**src/rtl/mips_pkg.sv**
```systemverilog
// -----------------------------------------------------------------------------
// mips_pkg
// Shared definitions for the MIPS fetch stage: reset PC, fetch FSM state
// type and encodings, instruction field widths, and the branch offset helper.
// -----------------------------------------------------------------------------
package mips_pkg;

  localparam logic [31:0] RESET_PC_DEFAULT = 32'h0000_3000;

  localparam int unsigned OFFSET_W = 16;
  localparam int unsigned INDEX_W  = 26;

  typedef logic [1:0] fetch_state_t;
  localparam fetch_state_t RESET_WAIT = 2'd0;
  localparam fetch_state_t FETCH      = 2'd1;
  localparam fetch_state_t DELIVER    = 2'd2;

  // Sign-extended word offset converted to a byte displacement (<< 2).
  function automatic logic [31:0] sext_word_offset(input logic [OFFSET_W-1:0] off);
    return {{(32 - OFFSET_W - 2){off[OFFSET_W-1]}}, off, 2'b00};
  endfunction

endpackage

```
**src/rtl/fetch_pc_unit_if.sv**
```systemverilog
// -----------------------------------------------------------------------------
// fetch_pc_unit_if
// Bundle of the fetch stage's bus signals.
//   imem_*        : request/acknowledge fetch toward instruction memory
//   inst_*        : valid/ready delivery of one instruction to decode/execute
//   pc_plus4      : link value (inst_pc + 4)
//   branch_*/jump*: control from execute, sampled at retire only
// master = fetch unit side, slave = memory/execute side.
// -----------------------------------------------------------------------------
interface fetch_pc_unit_if;
  import mips_pkg::*;

  logic                imem_req;
  logic [31:0]         imem_addr;
  logic                imem_ack;
  logic [31:0]         imem_rdata;
  logic                inst_valid;
  logic                inst_ready;
  logic [31:0]         inst;
  logic [31:0]         inst_pc;
  logic [31:0]         pc_plus4;
  logic                branch_taken;
  logic [OFFSET_W-1:0] branch_offset;
  logic                jump;
  logic [INDEX_W-1:0]  jump_index;

  modport master (
    output imem_req, imem_addr, inst_valid, inst, inst_pc, pc_plus4,
    input  imem_ack, imem_rdata, inst_ready,
           branch_taken, branch_offset, jump, jump_index
  );

  modport slave (
    input  imem_req, imem_addr, inst_valid, inst, inst_pc, pc_plus4,
    output imem_ack, imem_rdata, inst_ready,
           branch_taken, branch_offset, jump, jump_index
  );

endinterface

```
**src/rtl/fetch_pc_unit_next_pc_calc.sv**
```systemverilog
// -----------------------------------------------------------------------------
// next_pc_calc
// Purely combinational next-PC selection.
//   pc_plus4_i      : PC of the retiring instruction + 4
//   branch_offset_i : signed word offset (instr[15:0])
//   jump_index_i    : instr[25:0]
//   branch_taken_i  : Branch & Zero
//   jump_i          : j/jal decoded
//   next_pc_o       : jump target > branch target > pc_plus4
// -----------------------------------------------------------------------------
module next_pc_calc
  import mips_pkg::*;
(
  input  logic [31:0]         pc_plus4_i,
  input  logic [OFFSET_W-1:0] branch_offset_i,
  input  logic [INDEX_W-1:0]  jump_index_i,
  input  logic                branch_taken_i,
  input  logic                jump_i,
  output logic [31:0]         next_pc_o
);

  always_comb begin
    next_pc_o = pc_plus4_i;
    if (jump_i) begin
      next_pc_o = {pc_plus4_i[31:28], jump_index_i, 2'b00};
    end else if (branch_taken_i) begin
      next_pc_o = pc_plus4_i + sext_word_offset(branch_offset_i);
    end
  end

endmodule

```
**src/rtl/fetch_pc_unit.sv**
```systemverilog
// -----------------------------------------------------------------------------
// fetch_pc_unit
// PC register and instruction fetch stage of the single-cycle MIPS CPU.
//   clk  : clock, rising edge
//   rst  : asynchronous active-high reset
//   bus  : fetch_pc_unit_if.master (imem request/ack, instruction delivery,
//          branch/jump control sampled at retire)
// Sequence: RESET_WAIT -> FETCH (imem_req until imem_ack) -> DELIVER
// (inst_valid until inst_ready) -> FETCH at next_pc.
// All outputs come straight from flops; imem_addr is the PC register.
// -----------------------------------------------------------------------------
module fetch_pc_unit
  import mips_pkg::*;
#(
  parameter logic [31:0] RESET_PC = RESET_PC_DEFAULT
)
(
  input  logic            clk,
  input  logic            rst,
  fetch_pc_unit_if.master bus
);

  fetch_state_t state_q, state_d;
  logic [31:0]  pc_q, pc_d;
  logic [31:0]  inst_q, inst_d;
  logic [31:0]  inst_pc_q, inst_pc_d;
  logic [31:0]  pc_plus4_q, pc_plus4_d;
  logic         req_q, req_d;
  logic         valid_q, valid_d;
  logic [31:0]  next_pc;
  logic         retire;

  assign retire = valid_q & bus.inst_ready;

  next_pc_calc u_next_pc_calc (
    .pc_plus4_i      (pc_plus4_q),
    .branch_offset_i (bus.branch_offset),
    .jump_index_i    (bus.jump_index),
    .branch_taken_i  (bus.branch_taken),
    .jump_i          (bus.jump),
    .next_pc_o       (next_pc)
  );

  // req/valid are kept as dedicated flops rather than state decodes so that
  // every output is registered.
  always_comb begin
    state_d    = state_q;
    pc_d       = pc_q;
    inst_d     = inst_q;
    inst_pc_d  = inst_pc_q;
    pc_plus4_d = pc_plus4_q;
    req_d      = req_q;
    valid_d    = valid_q;
    case (state_q)
      RESET_WAIT: begin
        state_d = FETCH;
        req_d   = 1'b1;
      end
      FETCH: begin
        if (bus.imem_ack) begin
          inst_d     = bus.imem_rdata;
          inst_pc_d  = pc_q;
          pc_plus4_d = pc_q + 32'd4;
          req_d      = 1'b0;
          valid_d    = 1'b1;
          state_d    = DELIVER;
        end
      end
      DELIVER: begin
        if (retire) begin
          pc_d    = next_pc;
          req_d   = 1'b1;
          valid_d = 1'b0;
          state_d = FETCH;
        end
      end
      default: begin
        state_d = RESET_WAIT;
        req_d   = 1'b0;
        valid_d = 1'b0;
      end
    endcase
  end

  always_ff @(posedge clk or posedge rst) begin
    if (rst) begin
      state_q    <= RESET_WAIT;
      pc_q       <= RESET_PC;
      inst_q     <= '0;
      inst_pc_q  <= RESET_PC;
      pc_plus4_q <= RESET_PC + 32'd4;
      req_q      <= 1'b0;
      valid_q    <= 1'b0;
    end else begin
      state_q    <= state_d;
      pc_q       <= pc_d;
      inst_q     <= inst_d;
      inst_pc_q  <= inst_pc_d;
      pc_plus4_q <= pc_plus4_d;
      req_q      <= req_d;
      valid_q    <= valid_d;
    end
  end

  assign bus.imem_req   = req_q;
  assign bus.imem_addr  = pc_q;
  assign bus.inst_valid = valid_q;
  assign bus.inst       = inst_q;
  assign bus.inst_pc    = inst_pc_q;
  assign bus.pc_plus4   = pc_plus4_q;

endmodule

```
**src/flat_wrapper.sv**
```systemverilog
// flat-port wrapper written by rule: the top's interface ports become plain ports
module fetch_pc_unit_flat import mips_pkg::*;
#(
  parameter logic [31:0] RESET_PC = RESET_PC_DEFAULT
)
  (clk, rst, bus_imem_req, bus_imem_addr, bus_inst_valid, bus_inst, bus_inst_pc, bus_pc_plus4, bus_imem_ack, bus_imem_rdata, bus_inst_ready, bus_branch_taken, bus_branch_offset, bus_jump, bus_jump_index);
  fetch_pc_unit_if bus_i ();
  input  logic clk;
  input  logic rst;
  output wire logic [$bits(bus_i.imem_req)-1:0] bus_imem_req;
  output wire logic [$bits(bus_i.imem_addr)-1:0] bus_imem_addr;
  output wire logic [$bits(bus_i.inst_valid)-1:0] bus_inst_valid;
  output wire logic [$bits(bus_i.inst)-1:0] bus_inst;
  output wire logic [$bits(bus_i.inst_pc)-1:0] bus_inst_pc;
  output wire logic [$bits(bus_i.pc_plus4)-1:0] bus_pc_plus4;
  input wire logic [$bits(bus_i.imem_ack)-1:0] bus_imem_ack;
  input wire logic [$bits(bus_i.imem_rdata)-1:0] bus_imem_rdata;
  input wire logic [$bits(bus_i.inst_ready)-1:0] bus_inst_ready;
  input wire logic [$bits(bus_i.branch_taken)-1:0] bus_branch_taken;
  input wire logic [$bits(bus_i.branch_offset)-1:0] bus_branch_offset;
  input wire logic [$bits(bus_i.jump)-1:0] bus_jump;
  input wire logic [$bits(bus_i.jump_index)-1:0] bus_jump_index;
  assign bus_imem_req = bus_i.imem_req;
  assign bus_imem_addr = bus_i.imem_addr;
  assign bus_inst_valid = bus_i.inst_valid;
  assign bus_inst = bus_i.inst;
  assign bus_inst_pc = bus_i.inst_pc;
  assign bus_pc_plus4 = bus_i.pc_plus4;
  assign bus_i.imem_ack = bus_imem_ack;
  assign bus_i.imem_rdata = bus_imem_rdata;
  assign bus_i.inst_ready = bus_inst_ready;
  assign bus_i.branch_taken = bus_branch_taken;
  assign bus_i.branch_offset = bus_branch_offset;
  assign bus_i.jump = bus_jump;
  assign bus_i.jump_index = bus_jump_index;
  fetch_pc_unit #(.RESET_PC(RESET_PC)) u_core (.clk(clk), .rst(rst), .bus(bus_i));
endmodule
```
**config.mk**
```make
export PLATFORM = sky130hd
export DESIGN_NAME = fetch_pc_unit_flat
export DESIGN_NICKNAME = d
export VERILOG_FILES = /design/src/rtl/mips_pkg.sv /design/src/rtl/fetch_pc_unit_if.sv /design/src/rtl/fetch_pc_unit_next_pc_calc.sv /design/src/rtl/fetch_pc_unit.sv /design/src/flat_wrapper.sv
export SDC_FILE = /design/constraint.sdc
export NUM_CORES = 1
export LEC_CHECK = 0
export ABC_AREA = 1
export ABC_CLOCK_PERIOD_IN_PS = 13930
export BUFFER_PORTS_ARGS = -buffer_cell sky130_fd_sc_hd__buf_2
export CAP_MARGIN = 20
export CORE_ASPECT_RATIO = 0.75
export CORE_MARGIN = 1.5
export CORE_UTILIZATION = 24
export CTS_CLUSTER_DIAMETER = 50
export CTS_CLUSTER_SIZE = 20
export DETAILED_ROUTE_END_ITERATION = 10
export PLACE_DENSITY = 0.43
export SYNTH_ARGS = -nofsm -noshare
export SYNTH_HDL_FRONTEND = slang
export SYNTH_SLANG_ARGS = --single-unit
```
**constraint.sdc**
```tcl
create_clock -name clk -period 13.93 [get_ports clk]
set_clock_uncertainty 0.15 [all_clocks]
set_input_delay 2.786 -clock clk [delete_from_list [all_inputs] [get_ports clk]]
set_output_delay 2.786 -clock clk [all_outputs]
set_load 0.02 [all_outputs]
```
* After elaboration in Yosys (flattened, before gate mapping) *
Index checks and enable logic that the tools add are counted.

cells by class
  add/sub/neg operators = 2
  equal/unequal tests = 4
  multiplexer cells = 11
  bitwise operators = 2
  reductions and logical operators = 5

operator list
  operator                                        count
  2-to-1 mux 32 bit                               2
  adder 32 x 3 -> 32 bit (second input constant)  1
  adder 32 bit                                    1
  one-hot mux 1 bit (3 select lines)              2
  one-hot mux 2 bit (3 select lines)              1
  AND reduction 2 bit                             3
  2-to-1 mux 1 bit                                4
  2-to-1 mux 2 bit                                2
  AND reduction 3 bit                             1
  == test 2 x 1 -> 1 bit (second input constant)  1
  == test 2 bit (second input constant)           1
  logical NOT 2 bit                               1
  != test 2 x 1 -> 1 bit (second input constant)  1
  != test 2 bit (second input constant)           1
  AND 1 bit                                       1
  inverter 1 bit                                  1

storage, ports and cells
  flip-flop bits (word level) = 132
  input port bits = 80
  output and inout port bits = 130
  logic and storage cells = 31

* Depth between registers and ports, before layout *
  word-level depth = 3
  gate-level depth with buffers = 15
  gate-level depth less buffers = 15

* Hierarchy *
Synthesis repeated with hierarchy kept, for this count alone.

unflattened totals
  cells, all modules = 1,256
  area, all modules = 8,420.6 µm²

modules (own cells, without submodules)
  module         times used  cells an instance  area an instance (µm²)  sequential area each (µm²)
  fetch_pc_unit  1           690                5,686.7                 3,236.9
  next_pc_calc   1           566                2,733.9                 0.0

* Worst setup path before layout *
Ideal clock, no wire load.

  path kind = in2reg
  start = in bus_branch_offset[0]
  end = reg u_core.pc_q[20], in the netlist u_core.bus.imem_addr[20]
  arrival = 4.225 ns
  required time = 13.649 ns
  setup slack = 9.424 ns
  cell stages on the path = 14
  path buffers = 0
  cells stage by stage = ha_1 > fa_1 > nand3_1 > nand2_1 > nand2_1 > nand2_1 > nand2_1 > nand2_1 > nand2_1 > nand3b_1 > nand3_1 > nand2_1 > nand2_1 > o21ai_0

on the way
  longest elaborated chain between the ends = 3

ends and longest elaborated chain
  element               RTL line                          text
  from (decl)           flat_wrapper.sv:20                input wire logic [$bits(bus_i.branch_offset)-1:0] bus_branch_offset;
  adder 32 bit          fetch_pc_unit_next_pc_calc.sv:27  next_pc_o = pc_plus4_i + sext_word_offset(branch_offset_i);
  2-to-1 mux 32 bit     fetch_pc_unit_next_pc_calc.sv:26  end else if (branch_taken_i) begin
  2-to-1 mux 32 bit     fetch_pc_unit_next_pc_calc.sv:24  if (jump_i) begin
  to (signal assigned)  fetch_pc_unit.sv:96               pc_q <= pc_d;
  to (decl)             fetch_pc_unit.sv:24               logic [31:0] pc_q, pc_d;

No other way between the ends.
A chain may end at the register's enable or synchronous reset.

* Worst setup path after layout *
  start = in bus_branch_offset[15]
  end = reg u_core.pc_q[24], in the netlist u_core.bus.imem_addr[24]

The elaborated chain is that of the path after synthesis.

==> run summary <==
status = completed
Mapped Nets = 1219
distinct cell type count after synthesis = 42
sequential share of the synthesized area = 0.411
crit path kind = input pin to flop
max_slew headroom = 0.347
Comb pwr share = 0.517
total number of vias = 8038
reg2reg setup slack = 11370 ps
Max-cap violations = 0
Final ANT Viol Nets = 0
PostCTS Resize Cnt = 0
Worst EP required = 14100 ps
routability cong. = 0.923
setup TNS = 0 ps
cells after synthesis = 1108
crit share post-route = 0.335
via-per-instance ratio = 4.57
root buffer cell = clkbuf_16
vias in the first global route = 7602
Detail Placement HPWL = 22300 um
post-route insts no fill = 1758
worst ir drop on vdd = 0.115 mV
CP endpoint kind = flop
drt first pass iters = 5
CTS Buf Count = 17
dominant cell type by area after synthesis = dfrtp_1
initial antenna violation count = 0
Congestion Overflow GR = 0
# diodes = 0
GRT Util Overall = 0.179
Worst-Skew Late Latency = 430 ps
Crit path top cell by count = nand2_1
largest buffer count on any clock path = 2
Worst Hold Path Cells = 2
switching power = 1.22 mW
clock network fraction of design power = 0.173
largest net degree at the start of global routing = 92
Pint = 1.22 mW
critical path's largest stage delay = 450 ps
PwrDens = 246 nW/um2
largest cells by area after synthesis = dfrtp_1 (39%), nand2_1 (19%), nor2_1 (4.9%)
DIE WIDTH = 212 um
core area = 32300 um2
path type of the worst min-delay path = flop to flop
ys async rst share = 1.00
DRC errors left = 0
H-tree levels = 4
Peak Freq = 214 MHz
CP startpoint kind = input pin
Min Clock Period, post-route = 4670 ps
CTS tree = built
worst reg-to-reg path cell count = 12
Tightest Pin Transition = 979 ps
EDFF count, synth = 0
first-pass GRT wire length = 45700 um
Post-CTS Hold Buffers = 0
YS warnings = 0
Initial DRC Count = 558
largest fanout on the critical path = 16
Finish-stage setup viols = 0
Synth Register Bits = 129
area growth from synthesis to layout = 25.9%
Avg Cell Area, Syn = 7.11 um2
placed insts = 1726
hold path endpoint = u_core.bus.inst_pc[13]$_DFFE_PP1P_
Rows = 57
Critical R2R Launch = u_core.bus.pc_plus4[22]$_DFFE_PP0P_
PortBufs = 209
sw frac = 0.501
DRT Wirelength = 29500 um
die height = 160 um
layout cells sized above 1 = 0.207
WP data arrival = 4840 ps
initial core utilization = 0.244
Flop pwr share = 0.311
clk sinks = 129
cell leakage power = 5.22 nW
worst r2r dst = u_core.bus.imem_addr[24]$_DFFE_PP0P_
Worst-path clk slew = 60 ps
Yosys top cell area share = 0.388
Nets = 1414
Max stage delay cell, worst path = ha_1
Avg WL per Cell = 16.8 um
Slew Viols, Final = 0
RSZ-0062 raised after global routing = false
Post-synth top flop = dfrtp_1
Hold Vio Cnt, Final = 0
crit-path cells = buf_2 -> ha_1 -> nand2_1 -> nor2_1 -> nand2_1 -> inv_1 -> nand4_1 -> nand3_1 -> nand2_1 -> nand3_1 -> nand2_1 -> nand2_1 -> nand2_1
Post CTS Setup Buffer Count = 0
Die ar. = 33900 um2
IO Pins = 210
netlist area before placement = 7870 um2
hold_sp = u_core.bus.inst_pc[13]$_DFFE_PP1P_
routing by layer:
metal	vias up	part of all wire	global-route usage
met4	0	0.0086	0.0429
met3	16	0.078	0.0462
met1	3759	0.49	0.263
li1	3988	-	-
met2	275	0.42	0.257
met5	-	0	0
sequential cells by signal, indices dropped and copies added, names as in the netlist:
signal / flops
u_core.bus.inst_valid: 1
u_core.state_q: 2
u_core.bus.inst: 32
u_core.bus.pc_plus4: 32
u_core.bus.imem_addr: 32
u_core.bus.inst_pc: 30
logic make-up (layout without fill, tap and decap cells):
logic type	Yosys count	after routing	synth area share
buffers and inverters	141	349	0.0690
DFF	129	129	0.411
adders and majority gates	31	31	0.0502
AOI/OAI and AO/OA	174	174	0.124
and+or+nand+nor	622	622	0.333
xor gates and xnor gates	11	11	0.0122
area by class of cell:
class	instances	area, um2
Fill cell	3641	22400
Multi-Input combinational cell	838	4110
Sequential cell	129	3240
Timing Repair Buffer	214	1080
Tap cell	442	553
Clock buffer	26	479
Inverter	103	394
Clock inverter	6	57.6
stage by stage:
stage | power, mW | hold slack, ps | instance area [um2] | setup slack, ps | util
finish | 2.44 | 311 | 9910 | 9260 | 0.307
global route | 2.66 | 339 | 9910 | 9060 | 0.307
CTS | 2.47 | 315 | 9910 | 9380 | 0.307
detailed placement | 2.03 | 303 | 9370 | 8930 | 0.290
global placement | 2.04 | 300 | 9370 | 8840 | 0.290
floorplan | 1.56 | 290 | 7870 | 7560 | -
cell usage after synthesis (3+ instances only):
master	instances
a21o_1	3
a21oi_1	65
a22oi_1	5
buf_1	7
buf_2	4
clkbuf_1	25
dfrtp_1	122
dfstp_2	7
ha_1	30
inv_1	97
inv_2	4
nand2_1	395
nand2_4	3
nand3_1	66
nand3_2	3
nand3b_1	4
nand4_1	16
nor2_1	103
nor2_4	4
nor3_1	15
nor4_1	4
o211ai_1	19
o21a_1	4
o21ai_0	67
o21bai_1	5
xnor2_1	5
xor2_1	6
critical path, delay by kind of cell:
kind                     cells  cell delay (ps)
adder cells (fa/ha/maj)      1              450
AND/OR/NAND/NOR             10             1300
buffers and inverters        2              320
worst max-delay path by stage:
| stage | start | end | slack [ps] | depth (start not counted) |
|---|---|---|---|---|
| 6_report | bus_branch_offset[15] | u_core.bus.imem_addr[24]$_DFFE_PP0P_ | 9260 | 13 |
| 5_1_grt | bus_branch_offset[15] | u_core.bus.imem_addr[24]$_DFFE_PP0P_ | 9060 | 13 |
| 4_1_cts | bus_branch_offset[15] | u_core.bus.imem_addr[24]$_DFFE_PP0P_ | 9380 | 13 |
| 3_5_place_dp | bus_branch_offset[0] | u_core.bus.imem_addr[30]$_DFFE_PP0P_ | 8930 | 15 |
| 3_3_place_gp | bus_branch_offset[15] | u_core.bus.imem_addr[24]$_DFFE_PP0P_ | 8840 | 13 |
| 2_1_floorplan | rst | u_core.bus.imem_addr[0]$_DFFE_PP0P_ | 7560 | 1 |
power groups by stage:
stage               sequential (mW)  clock, mW  combinational (mW)
floorplan                     0.918          0               0.637
global placement              0.770          0                1.27
detailed placement            0.767          0                1.27
CTS                           0.764      0.436                1.27
global route                  0.788      0.451                1.42
finish                        0.759      0.422                1.26
placed cells by master (no fill, tap or decap), types with 19 or more instances in the layout:
| master | n |
|---|---|
| a21oi_1 | 65 |
| buf_2 | 209 |
| dfrtp_1 | 122 |
| ha_1 | 30 |
| inv_1 | 96 |
| nand2_1 | 395 |
| nand3_1 | 66 |
| nor2_1 | 102 |
| o211ai_1 | 19 |
| o21ai_0 | 67 |
Power figures use the tool's default switching activity.
